File: src/rtl/cluster_frame_serializer.sv
// cluster_frame_serializer
// Captures eight sorted cluster {cnt,adr} pairs on a load strobe and presents
// them two at a time over four consecutive clock4x cycles. Frames may follow
// back-to-back when the next load arrives in the last cycle of the current frame.
// Loads that arrive mid-frame are dropped and raise a sticky collision flag.
// Optional feature macro: CLUSTER_BXN_STAMP_EN adds a 12-bit bunch-crossing
// counter whose value stamps each frame on bxn. Without it, bxn is tied to 0
// and bc0 is ignored.

module cluster_frame_serializer #(
    parameter int unsigned MXADRBITS = 11,
    parameter int unsigned MXCNTBITS = 3
) (
    input  logic                           clock4x,
    input  logic                           reset,
    input  logic [MXADRBITS-1:0]           adr0,
    input  logic [MXADRBITS-1:0]           adr1,
    input  logic [MXADRBITS-1:0]           adr2,
    input  logic [MXADRBITS-1:0]           adr3,
    input  logic [MXADRBITS-1:0]           adr4,
    input  logic [MXADRBITS-1:0]           adr5,
    input  logic [MXADRBITS-1:0]           adr6,
    input  logic [MXADRBITS-1:0]           adr7,
    input  logic [MXCNTBITS-1:0]           cnt0,
    input  logic [MXCNTBITS-1:0]           cnt1,
    input  logic [MXCNTBITS-1:0]           cnt2,
    input  logic [MXCNTBITS-1:0]           cnt3,
    input  logic [MXCNTBITS-1:0]           cnt4,
    input  logic [MXCNTBITS-1:0]           cnt5,
    input  logic [MXCNTBITS-1:0]           cnt6,
    input  logic [MXCNTBITS-1:0]           cnt7,
    input  logic                           load,
    input  logic                           overflow_in,
    input  logic                           bc0,
    output logic [MXCNTBITS+MXADRBITS-1:0] word0,
    output logic [MXCNTBITS+MXADRBITS-1:0] word1,
    output logic                           valid0,
    output logic                           valid1,
    output logic                           frame_start,
    output logic [3:0]                     n_valid,
    output logic                           overflow,
    output logic [11:0]                    bxn,
    output logic                           collision
);

    localparam int unsigned WORDBITS = MXCNTBITS + MXADRBITS;
    localparam int unsigned NCLUST   = 8;
    localparam logic [MXADRBITS-1:0] ADR_INVALID = '1;
    localparam logic [WORDBITS-1:0]  WORD_IDLE   = {{MXCNTBITS{1'b0}}, ADR_INVALID};

    typedef enum logic [2:0] {
        IDLE  = 3'd0,
        SEND0 = 3'd1,
        SEND1 = 3'd2,
        SEND2 = 3'd3,
        SEND3 = 3'd4
    } state_t;

    state_t state;
    state_t next_state;

    logic [MXADRBITS-1:0] adr_in [NCLUST];
    logic [MXCNTBITS-1:0] cnt_in [NCLUST];

    // Pair 0 is driven straight from the inputs, so only clusters 2..7 are held.
    logic [MXADRBITS-1:0] adr_q [2:7];
    logic [MXCNTBITS-1:0] cnt_q [2:7];

    logic                 accept;
    logic                 collide;
    logic [3:0]           in_count;
    logic [MXADRBITS-1:0] sel_adr0;
    logic [MXADRBITS-1:0] sel_adr1;
    logic [MXCNTBITS-1:0] sel_cnt0;
    logic [MXCNTBITS-1:0] sel_cnt1;
    logic                 sel_live;

    assign adr_in[0] = adr0;
    assign adr_in[1] = adr1;
    assign adr_in[2] = adr2;
    assign adr_in[3] = adr3;
    assign adr_in[4] = adr4;
    assign adr_in[5] = adr5;
    assign adr_in[6] = adr6;
    assign adr_in[7] = adr7;
    assign cnt_in[0] = cnt0;
    assign cnt_in[1] = cnt1;
    assign cnt_in[2] = cnt2;
    assign cnt_in[3] = cnt3;
    assign cnt_in[4] = cnt4;
    assign cnt_in[5] = cnt5;
    assign cnt_in[6] = cnt6;
    assign cnt_in[7] = cnt7;

    // Invalid clusters are always presented as cnt=0, adr=all-ones.
    function automatic logic [WORDBITS-1:0] make_word(
        input logic [MXADRBITS-1:0] a,
        input logic [MXCNTBITS-1:0] c
    );
        if (a == ADR_INVALID) begin
            return WORD_IDLE;
        end
        return {c, a};
    endfunction

    // Number of valid clusters on the inputs, latched into n_valid on accept.
    always_comb begin
        in_count = 4'd0;
        for (int i = 0; i < NCLUST; i++) begin
            if (adr_in[i] != ADR_INVALID) begin
                in_count = in_count + 4'd1;
            end
        end
    end

    // Next-state logic and selection of the pair to present after the edge.
    always_comb begin
        next_state = state;
        accept     = 1'b0;
        collide    = 1'b0;
        sel_adr0   = ADR_INVALID;
        sel_adr1   = ADR_INVALID;
        sel_cnt0   = '0;
        sel_cnt1   = '0;
        sel_live   = 1'b0;

        case (state)
            IDLE: begin
                if (load) begin
                    accept     = 1'b1;
                    next_state = SEND0;
                end
            end
            SEND0: begin
                collide    = load;
                next_state = SEND1;
            end
            SEND1: begin
                collide    = load;
                next_state = SEND2;
            end
            SEND2: begin
                collide    = load;
                next_state = SEND3;
            end
            SEND3: begin
                if (load) begin
                    accept     = 1'b1;
                    next_state = SEND0;
                end else begin
                    next_state = IDLE;
                end
            end
            default: begin
                next_state = IDLE;
            end
        endcase

        case (next_state)
            SEND0: begin
                sel_adr0 = adr_in[0];
                sel_cnt0 = cnt_in[0];
                sel_adr1 = adr_in[1];
                sel_cnt1 = cnt_in[1];
                sel_live = 1'b1;
            end
            SEND1: begin
                sel_adr0 = adr_q[2];
                sel_cnt0 = cnt_q[2];
                sel_adr1 = adr_q[3];
                sel_cnt1 = cnt_q[3];
                sel_live = 1'b1;
            end
            SEND2: begin
                sel_adr0 = adr_q[4];
                sel_cnt0 = cnt_q[4];
                sel_adr1 = adr_q[5];
                sel_cnt1 = cnt_q[5];
                sel_live = 1'b1;
            end
            SEND3: begin
                sel_adr0 = adr_q[6];
                sel_cnt0 = cnt_q[6];
                sel_adr1 = adr_q[7];
                sel_cnt1 = cnt_q[7];
                sel_live = 1'b1;
            end
            default: begin
                sel_live = 1'b0;
            end
        endcase
    end

    // State register.
    always_ff @(posedge clock4x) begin
        if (reset) begin
            state <= IDLE;
        end else begin
            state <= next_state;
        end
    end

    // Cluster capture; written only on an accepting edge.
    always_ff @(posedge clock4x) begin
        if (!reset && accept) begin
            for (int i = 2; i < NCLUST; i++) begin
                adr_q[i] <= adr_in[i];
                cnt_q[i] <= cnt_in[i];
            end
        end
    end

    // Registered output pair and frame flags.
    always_ff @(posedge clock4x) begin
        if (reset) begin
            word0       <= WORD_IDLE;
            word1       <= WORD_IDLE;
            valid0      <= 1'b0;
            valid1      <= 1'b0;
            frame_start <= 1'b0;
            n_valid     <= 4'd0;
            overflow    <= 1'b0;
            collision   <= 1'b0;
        end else begin
            word0       <= make_word(sel_adr0, sel_cnt0);
            word1       <= make_word(sel_adr1, sel_cnt1);
            valid0      <= sel_live && (sel_adr0 != ADR_INVALID);
            valid1      <= sel_live && (sel_adr1 != ADR_INVALID);
            frame_start <= (next_state == SEND0);
            collision   <= collision | collide;
            if (accept) begin
                n_valid  <= in_count;
                overflow <= overflow_in;
            end else if (next_state == IDLE) begin
                n_valid  <= 4'd0;
                overflow <= 1'b0;
            end
        end
    end

`ifdef CLUSTER_BXN_STAMP_EN
    localparam logic [11:0] BX_LAST = 12'd3563;

    logic [11:0] bx_cnt;
    logic [11:0] bx_eff;
    logic [11:0] bxn_q;

    assign bx_eff = bc0 ? 12'd0 : bx_cnt;
    assign bxn    = bxn_q;

    // Bunch-crossing counter; bc0 on an accepted load restarts the count at 0.
    always_ff @(posedge clock4x) begin
        if (reset) begin
            bx_cnt <= 12'd0;
            bxn_q  <= 12'd0;
        end else if (accept) begin
            bxn_q  <= bx_eff;
            bx_cnt <= (bx_eff == BX_LAST) ? 12'd0 : bx_eff + 12'd1;
        end
    end
`else
    logic unused_bc0;

    assign unused_bc0 = bc0;
    assign bxn        = 12'd0;
`endif

endmodule

File: config.mk
export PLATFORM = sky130hd
export DESIGN_NAME = cluster_frame_serializer
export DESIGN_NICKNAME = d
export VERILOG_FILES = /design/src/rtl/cluster_frame_serializer.sv
export SDC_FILE = /design/constraint.sdc
export NUM_CORES = 1
export LEC_CHECK = 0
export CORE_ASPECT_RATIO = 1.25
export CORE_UTILIZATION = 60
export DETAILED_ROUTE_END_ITERATION = 12
export DONT_BUFFER_PORTS = 1
export HOLD_SLACK_MARGIN = 0.05
export PLACE_DENSITY = 0.76
export SETUP_SLACK_MARGIN = 0.15
export SYNTH_ARGS = -nofsm -noshare
export SYNTH_HDL_FRONTEND = slang
export SYNTH_SLANG_ARGS = --single-unit
File: constraint.sdc
create_clock -name clock4x -period 7.3 [get_ports clock4x]
set_clock_uncertainty 0.05 [all_clocks]
set_input_delay 0.73 -clock clock4x [delete_from_list [all_inputs] [get_ports clock4x]]
set_output_delay 0.73 -clock clock4x [all_outputs]
set_load 0.005 [all_outputs]
==> out/summary.txt <==
Final Hold Fails -> 0
YS warnings -> 0
fraction of layout cells with a size suffix above 1 -> 11.3%
Post-Place Cell Area -> 5780 um^2
setup TNS -> 0 ns
# hold bufs at CTS -> 0
pre-CTS setup slack -> 2.05 ns
CP endpoint kind -> flip-flop
arrival time worst endpoint -> 5.12 ns
Synth area leaders -> edfxtp_1 (44%), dfxtp_1 (14%), mux2i_1 (4.2%)
Global Route Usage Sum -> 27.9%
CTS tree -> yes
final total power -> 1.83 mW
Row Count -> 39
grt ovf -> 0
fmax -> 206 MHz
drt total wl -> 13.3 mm
Most used DFF post-synth -> edfxtp_1
die width -> 89.5 um
Worst Tran Pin Value -> 1.01 ns
num ports -> 166
H-tree depth -> 4
worst hold margin -> 0.329 ns
Max VDD drop -> 0.188 mV
commonest non-fill, non-tap cell in the layout -> edfxtp_1
critical path data required time -> 7.56 ns
worst hold path class -> primary input to flip-flop
# port buffers -> 0
vias in the first global route -> 3976
DR pass1 iterations -> 5
initial core utilization -> 62.3%
power density cells -> 287 nW/um^2
Cells after DPL -> 606
final net count -> 625
CTS Root Cell -> clkbuf_16
Die Area -> 9970 um^2
area of the multi-input gates -> 2240 um^2
Post-Route Utilization -> 69.1%
critical path launch point type -> primary input
design area -> 6380 um^2
routed len/inst -> 20.9 um
FILL cells -> 673
CP Class -> primary input to flip-flop
Slew HR -> 32.4%
Die Y -> 111 um
number of nets still failing antenna checks after routing -> 0
Setup Fix Bufs, Post-CTS -> 0
post-CTS sizing -> 0
Reg area -> 3320 um^2
post-synth top area share -> 43.9%
Cells after Synth -> 505
CTS Buf Count -> 17
commonest non-fill, non-tap cells in the layout -> edfxtp_1 (84), nor2_1 (58), o21ai_0 (47)
Finish-stage setup viols -> 0
fin. max-slew vios -> 0
Clock Path Buffers -> 2
via count -> 4041
first-pass GRT wire length -> 20.1 mm
final clock period utilization by the worst path -> 66.5%
status -> completed
Area Growth Syn to Fin -> 11.0%
RSZ-0062 raised after global routing -> no
Detailed Place HPWL -> 9.61 mm
vias per inst -> 6.33
GPL Wtd Cong -> 0.867
max-cap violation count -> 0
fin cells -> 638
initial drt markers -> 223
Skew-Pair Late Insertion Delay -> 0.42 ns
# clock sinks -> 124
Reg clk slew, reported paths -> 0.06 ns
Final Critical Period -> 4.85 ns
largest net degree at the start of global routing -> 52
EDFF count, synth -> 84
Yosys reg bits -> 124
Final WS setup -> 2.45 ns
DRC -> 0
number of diodes -> 0
Post-synth ARST share -> 0%
worst-path fanout max -> 5
CORE AREA -> 9220 um^2
initial antenna violation count -> 0
Synth cell types -> 66
Seq/Total Area, Yosys -> 57.9%
cell taking the most area after synthesis -> edfxtp_1
Pleak -> 2.20 nW
mean post-synth cell area -> 11.4 um^2
Mapped Area -> 5740 um^2
-- path summary, 6_finish.rpt --
check | endpoint | depth (start not counted) | slack (ns) | startpoint
setup / recovery | n_valid[2] | 21 | 2.45 | adr0[7]
hold / removal | frame_start | 1 | 0.33 | reset
hold reg to reg | n_valid[1] | 2 | 0.44 | n_valid[1]
setup reg to reg | word1[13] | 8 | 3.61 | state[1]
-- sequential cells by signal, indices dropped and copies added (netlist names) --
register     flops
n_valid          4
word0           14
adr_q           66
word1           14
valid1           1
cnt_q           18
state            3
frame_start      1
collision        1
overflow         1
valid0           1
-- area by class of cell --
cell class | count | area share, %
inverters | 8 | 0.471
clock inverters | 15 | 2.71
flip-flops and latches | 124 | 52.1
well taps | 123 | 2.41
multi-input cells | 347 | 35.1
repair buffers | 4 | 0.471
clock buffers | 17 | 6.67
-- worst max-delay path, stage by stage --
cell	delay [ns]
nand4_1	0.09
nor3_2	0.33
inv_1	0.20
ha_1	0.30
nor4_1	0.57
a22oi_1	0.20
o211a_4	0.22
nor2_1	0.18
inv_1	0.06
ha_1	0.28
xnor3_4	0.47
o32ai_2	0.18
nor2_1	0.09
ha_1	0.28
nand2_1	0.04
o31ai_1	0.15
ha_1	0.24
nand2_1	0.06
xnor2_1	0.13
xnor2_1	0.12
a22o_1	0.17
-- cells in the mapped netlist, drive strengths merged, types with 4 or more instances --
library cell,instances
edfxtp,84
nor2,59
o21ai,47
dfxtp,40
a21oi,28
mux2i,24
nand4,22
buf,19
nand3,19
clkbuf,18
nand2b,15
nor3,14
nand2,10
o211ai,10
inv,8
xnor2,7
a22oi,6
ha,6
or3,5
a32oi,4
and2,4
and3,4
and4,4
o22ai,4
-- power breakdown --
part           switching, mW  leakage (nW)  internal [mW]
Combinational         0.0980         0.807         0.0538
Clock                  0.308         0.281          0.535
Sequential            0.0284          1.11          0.806
Total                  0.434          2.20           1.39
-- cells by family after synthesis --
family                     count (synthesis)  synth area share, %
AOI/OAI and AO/OA                        128                 14.6
and+or+nand+nor                          165                 15.5
DFF                                      124                 57.9
muxes                                     25                 4.38
other                                      1               0.0653
buffers and inverters                     45                 4.01
xor gates and xnor gates                  11                 2.24
adders and majority gates                  6                 1.31
-- per-layer routing --
metal,wire length [um],up-vias,GRT usage (%)
li1,-,1892,-
met3,1270,21,9.19
met4,260,0,12.5
met5,0,-,0
met2,6650,216,44.2
met1,5150,1912,34.5
Note: power is estimated with default switching activity, not from simulation.
